==> src/rtl/bdd_pkg.sv <==
// Shared definitions for the oblique decision-tree classifier: node word
// field positions, datapath widths, FSM state encoding and the MAC helper.
package bdd_pkg;

    localparam int W0_HI    = 33;
    localparam int W0_LO    = 26;
    localparam int W1_HI    = 25;
    localparam int W1_LO    = 18;
    localparam int W2_HI    = 17;
    localparam int W2_LO    = 10;
    localparam int THR_HI   = 9;
    localparam int THR_LO   = 0;

    localparam int UPPER_HI = 17;
    localparam int UPPER_LO = 9;
    localparam int LOWER_HI = 8;
    localparam int LOWER_LO = 0;

    localparam int LEAF_BIT = 8;
    localparam int CHILD_W  = 9;
    localparam int SUM_W    = 18;

    typedef enum logic {
        FETCH = 1'b0,
        EVAL  = 1'b1
    } state_t;

    // 3 x 255 x 255 = 195075 fits in SUM_W bits, so the sum never wraps.
    function automatic logic [SUM_W-1:0] mac3(
        input logic [7:0] w0, input logic [7:0] w1, input logic [7:0] w2,
        input logic [7:0] a0, input logic [7:0] a1, input logic [7:0] a2
    );
        return SUM_W'(w0) * SUM_W'(a0)
             + SUM_W'(w1) * SUM_W'(a1)
             + SUM_W'(w2) * SUM_W'(a2);
    endfunction

endpackage

==> src/rtl/bdd_node_ram.sv <==
// Single-port node memory: synchronous write, synchronous (read-first) read.
module bdd_node_ram #(
    parameter int WIDTH = 34,
    parameter int DEPTH = 32
) (
    input  logic                     clk,
    input  logic                     we,
    input  logic [$clog2(DEPTH)-1:0] addr,
    input  logic [WIDTH-1:0]         wr_data,
    output logic [WIDTH-1:0]         rd_data
);

    logic [WIDTH-1:0] mem [DEPTH];
    logic [WIDTH-1:0] rd_data_d;
    logic [WIDTH-1:0] rd_data_q;

    always_comb begin
        rd_data_d = mem[addr];
    end

    always_ff @(posedge clk) begin
        if (we) begin
            mem[addr] <= wr_data;
        end
        rd_data_q <= rd_data_d;
    end

    assign rd_data = rd_data_q;

endmodule

==> src/rtl/bdd_top.sv <==
// Oblique decision-tree walker: two-state FETCH/EVAL loop over the node
// memories, continuously reclassifying the current attribute vector.
module bdd_top
    import bdd_pkg::*;
#(
    parameter int RAM1_DATA_WIDTH = 34,
    parameter int RAM2_DATA_WIDTH = 18,
    parameter int ADDR_WIDTH      = 8,
    parameter int DEPTH           = 32
) (
    input  logic                       clk,
    input  logic                       rst_in,
    input  logic                       we1,
    input  logic [ADDR_WIDTH-1:0]      in_addr,
    input  logic [RAM1_DATA_WIDTH-1:0] ram1_data_in,
    input  logic [RAM2_DATA_WIDTH-1:0] ram2_data_in,
    input  logic [23:0]                in_attr,
    output logic [7:0]                 out_class
);

    localparam int AW = $clog2(DEPTH);

    state_t               state_q, state_d;
    logic [AW-1:0]        node_q, node_d;
    logic [7:0]           class_q, class_d;

    logic [AW-1:0]              ram_addr;
    logic [RAM1_DATA_WIDTH-1:0] cond_word;
    logic [RAM2_DATA_WIDTH-1:0] link_word;
    logic [SUM_W-1:0]           sum;
    logic [CHILD_W-1:0]         child;
    logic                       unused_addr_bits;

    // Loading borrows the memory port; otherwise the walker reads its node.
    assign ram_addr = we1 ? in_addr[AW-1:0] : node_q;
    assign unused_addr_bits = ^in_addr[ADDR_WIDTH-1:AW];

    bdd_node_ram #(.WIDTH(RAM1_DATA_WIDTH), .DEPTH(DEPTH)) u_cond_ram (
        .clk     (clk),
        .we      (we1),
        .addr    (ram_addr),
        .wr_data (ram1_data_in),
        .rd_data (cond_word)
    );

    bdd_node_ram #(.WIDTH(RAM2_DATA_WIDTH), .DEPTH(DEPTH)) u_link_ram (
        .clk     (clk),
        .we      (we1),
        .addr    (ram_addr),
        .wr_data (ram2_data_in),
        .rd_data (link_word)
    );

    always_comb begin
        sum = mac3(cond_word[W0_HI:W0_LO], cond_word[W1_HI:W1_LO],
                   cond_word[W2_HI:W2_LO],
                   in_attr[23:16], in_attr[15:8], in_attr[7:0]);
        if (sum <= SUM_W'(cond_word[THR_HI:THR_LO])) begin
            child = link_word[UPPER_HI:UPPER_LO];
        end else begin
            child = link_word[LOWER_HI:LOWER_LO];
        end
    end

    always_comb begin
        state_d = state_q;
        node_d  = node_q;
        class_d = class_q;
        if (we1) begin
            state_d = FETCH;
            node_d  = '0;
        end else begin
            case (state_q)
                FETCH: state_d = EVAL;
                EVAL: begin
                    state_d = FETCH;
                    if (child[LEAF_BIT]) begin
                        class_d = child[7:0];
                        node_d  = '0;
                    end else begin
                        node_d  = child[AW-1:0];
                    end
                end
                default: state_d = FETCH;
            endcase
        end
    end

    always_ff @(posedge clk) begin
        if (rst_in) begin
            state_q <= FETCH;
            node_q  <= '0;
            class_q <= '0;
        end else begin
            state_q <= state_d;
            node_q  <= node_d;
            class_q <= class_d;
        end
    end

    assign out_class = class_q;

endmodule

==> config.mk <==
export PLATFORM = sky130hd
export DESIGN_NAME = bdd_top
export DESIGN_NICKNAME = d
export VERILOG_FILES = /design/src/rtl/bdd_pkg.sv /design/src/rtl/bdd_node_ram.sv /design/src/rtl/bdd_top.sv
export SDC_FILE = /design/constraint.sdc
export NUM_CORES = 2
export LEC_CHECK = 0
export ABC_AREA = 1
export CAP_MARGIN = 20
export CORE_MARGIN = 8
export CORE_UTILIZATION = 40
export CTS_CLUSTER_SIZE = 30
export DETAILED_ROUTE_END_ITERATION = 6
export PLACE_DENSITY = 0.61
export SKIP_CTS_REPAIR_TIMING = 1
export SLEW_MARGIN = 20
export SYNTH_ARGS = -nofsm -noshare
export SYNTH_HDL_FRONTEND = slang
export SYNTH_SLANG_ARGS = --single-unit
==> constraint.sdc <==
create_clock -name clk -period 9.88 [get_ports clk]
set_clock_uncertainty 0.15 [all_clocks]
set_input_delay 1.976 -clock clk [delete_from_list [all_inputs] [get_ports clk]]
set_output_delay 1.976 -clock clk [all_outputs]
set_load 0.005 [all_outputs]
==> impl_summary.md <==
Floorplan
The core footprint is 180,200 sq um. From bottom edge to top edge, the die measures 441.3 microns. The total die area is around 200,000 sq um. The width of the die is approximately 440 microns. For this design the top-level I/O count stands at 95.

The effective utilization at floorplan is 0.4015. The floorplan has 156 rows.

Worst setup path
The startpoint of the most critical setup path is in_attr[20]. The startpoint-to-endpoint class of the critical path is input pin to flip-flop. Measured in cells, the most critical reg-to-reg path has a length of 29. Data on the critical path is required at its endpoint by 10.42 ns.

The start of the worst register-to-register path is u_cond_ram.rd_data[11]. Of all nets on the critical path, the largest fanout is 11. STA classifies the critical path endpoint as a flip-flop. The capture instance of the worst register-to-register path is out_class[7]. The worst setup path is launched from an input pin.

The cell type with the highest occurrence count on the critical path is fa_1. The worst path arrival time is 9.47 ns. The worst reg-to-reg setup slack is 2.21 ns. On the worst path, the slowest cell contributes a delay of 0.76 ns. The slowest cell on the critical path is clkdlybuf4s50_1.

Clock tree
After clock tree synthesis, the clock-pin slew on the worst setup and hold paths is 0.06 ns. The clock passes through at most 3 buffers. The clock latency of the later-clocked register in the worst-skew pair is 0.81 ns. The TritonCTS clock tree is done.

The total number of clock tree sinks is around 1,700. The cell sitting at the root of the clock tree is a clkbuf_16. The total CTS buffers is 172.

The H-tree was split into 4 levels.

Worst hold path
The type of the tightest min-delay check is flip-flop to flip-flop. For hold timing, the worst endpoint is state_q. The launch point of the worst hold path is state_q. The hold path depth is 1.

GRT
After global routing the overflow that remains totals 0. The number of global-route vias before repair is 44,026. The pin count of the biggest net entering global routing is ~170.

The initial antenna violation count is 22. In the global route stage, overall resource usage came out at 0.2095. The first-pass GRT wire length is 300,000 microns.

STA
For the pin with the worst max-slew slack, the measured transition is approximately 1.2 ns. The count of pins over their slew limit was 0. For this run, the top clock speed supported by timing is 0.1120 GHz. The smallest clock period supported by the final layout is computed as 8.925 ns. Measured against its own limit, the worst slew margin works out to 0.2193. Setup violations remaining at the end of the flow were counted as 0. The number of hold-slack violations in the final timing report is 0. Dividing the final minimum period by the clock period gives 0.9033. Setup total negative slack on the finished layout was measured at 0 ns. After layout, the worst setup slack is 0.9553 ns. Setup repair after global routing left no endpoint under its margin.

Logic synthesis
The commonest register cell after synthesis is edfxtp_1. The share of the Yosys chip area taken by registers is 0.7090. The number of nets handed over by synthesis was 5,548. The gate count after technology mapping is 5,191. The average footprint of a synthesized cell is about 14 sq um. Of the post-synthesis cell area, the part taken by muxes is 0.

Of the total synthesized cell area, the portion taken by AND, OR, NAND and NOR gates is 0.1039. The adder-cell share of the synthesized area is 0.06341. Ranked by total cell area, the synthesized netlist is headed by edfxtp_1, nand3_1, fa_1, a22oi_1, a31oi_1. The number of distinct library cell variants in the gate-level netlist after synthesis is 38. The share of Yosys cell area claimed by the top area cell type is 0.6908. Yosys printed 0 warnings. In this run, synthesis inferred 1,664 flip-flops with an integrated enable. In this run, synthesis produced a sequential element count of 1,730. The area fraction in compound gates after synthesis is 0.07630.

The biggest area contributor in the post-synthesis netlist is edfxtp_1. The cell area that synthesis handed to floorplanning was 72,340 sq um. In the post-synthesis netlist, the cell with the most instances is edfxtp_1. The XOR/XNOR share of the synthesized area is 0.0007265. The share of synthesized registers carrying an async set or reset is 0. The main combinational cell family by area after synthesis is simple AND/OR/NAND/NOR gates.

Counting instances in the post-synthesis netlist gives the leading cell types as edfxtp_1, nand3_1, inv_1.

Drt
After detailed routing, the number of vias per cell comes to 5.800. The via count of the routed design is about 45,000. Wires add up to 208,100 microns. The starting DRC count in detailed routing is between 5,000 and 6,000. The number of iterations in the first detailed-routing pass is 6. Dividing the detail-routed wire length by the instance count gives 26.96 microns.

For this run, design rule violations remaining after detail routing come to 0. The post-route antenna net violation count is 0.

Placement
At the placement stage, the worst setup path has a slack of 0.07981 ns. Buffers placed on the I/O ports in this run total 91. The final RePlAce weighted congestion is 0.8310. The instance count after placement with tap cells included is approximately 7,400.

The HPWL after detailed placement is 109,300 microns.

Final layout
Relative to the synthesized area, the layout overhead comes to 12.04%. The net count of the finished layout is 5,551. In the final layout, the share of cells above drive strength 1 is 0.07528. The number of inserted filler cells in the final layout is between 15,000 and 20,000.

Once layout is complete, the cells apart from fillers number 7,720.

Job
Max-cap violations in this run came to 0.

Outcome
The run finished with clean final reports.
## flip-flops by register name (all words and copies together), names as in the netlist
register,flops
u_link_ram.mem,576
u_cond_ram.rd_data,34
u_cond_ram.mem,1088
state_q,1
node_q,5
out_class,8
u_link_ram.rd_data,18
## cells in the final DEF, fill, tap and decap left out, types with 6 or more instances in the layout
| master | synthesis | final |
|---|---|---|
| a21oi_1 | 13 | 13 |
| a22oi_1 | 416 | 416 |
| a31oi_1 | 355 | 355 |
| buf_12 | 0 | 12 |
| buf_2 | 91 | 7 |
| buf_4 | 3 | 93 |
| clkbuf_1 | 227 | 55 |
| clkbuf_16 | 0 | 174 |
| clkbuf_8 | 0 | 6 |
| clkdlybuf4s50_1 | 0 | 84 |
| clkinv_1 | 0 | 50 |
| clkinv_2 | 0 | 18 |
| dfxtp_1 | 66 | 66 |
| diode_2 | 0 | 10 |
| edfxtp_1 | 1664 | 1664 |
| fa_1 | 161 | 161 |
| ha_1 | 109 | 109 |
| inv_1 | 450 | 450 |
| inv_6 | 0 | 7 |
| nand2_1 | 415 | 415 |
| nand3_1 | 921 | 921 |
| nand4_1 | 26 | 26 |
| nor2_1 | 62 | 28 |
| nor2_4 | 0 | 34 |
| nor3_1 | 21 | 20 |
| nor4_1 | 49 | 49 |
| nor4b_1 | 15 | 15 |
| nor4b_2 | 8 | 8 |
| o21ai_0 | 8 | 8 |
| or2_1 | 18 | 18 |
| or2_2 | 6 | 6 |
## stage by stage
step / cell area (sq um) / hold WS [ns] / utilization
final: 81040 / 0.3417 / 0.4499
after CTS: 81050 / 0.3455 / 0.4499
after global placement: 75830 / 0.3150 / 0.4209
after detailed placement: 75830 / 0.3321 / 0.4209
after floorplan: 72340 / 0.2973 / -
after global routing: 81030 / 0.3710 / 0.4498
## layout make-up
class	count	area, sq um	share of cell area
flip-flops and latches	1730	51290	0.6329
multi-input cells	2632	17980	0.2218
clock buffers	235	4643	0.05729
well taps	2370	2965	0.03659
repair buffers	196	1814	0.02239
inverters	462	1752	0.02161
clock inverters	85	579.3	0.007148
diodes	10	25.02	0.0003088
## layer usage
layer / wire length [microns] / share of wire / global-route usage / up-vias
met1: 83120 / 0.40 / 0.2731 / 22671
met3: 19630 / 0.094 / 0.05339 / 419
li1: - / - / - / 19521
met2: 97840 / 0.47 / 0.3409 / 2159
met4: 7468 / 0.036 / 0.07497 / 8
met5: 50 / 0.00024 / 0 / -
## logic make-up (layout without fill, tap and decap cells)
kind of cell               Yosys count  after routing
other                                0             10
and+or+nand+nor                   1556           1556
adders and majority gates          270            270
buffers and inverters              829            978
AOI/OAI and AO/OA                  800            800
DFF                               1730           1730
xor gates and xnor gates             6              6
## worst max-delay path by stage
stage,endpoint
floorplan,out_class[5]
global placement,out_class[6]
detailed placement,out_class[7]
CTS,out_class[7]
global route,out_class[7]
finish,out_class[7]
## critical path: cells and delay by family
| kind | cells | cell delay [ns] |
|---|---|---|
| compound gates | 1 | 0.18 |
| buf+inv | 6 | 1.01 |
| fa+ha+maj | 9 | 4.18 |
| xor+xnor | 1 | 0.15 |
| simple gates | 15 | 1.96 |
Power is left out: the tool's default activity adds up to more than one toggle a clock period on the data nets, which glitch-free logic cannot reach.
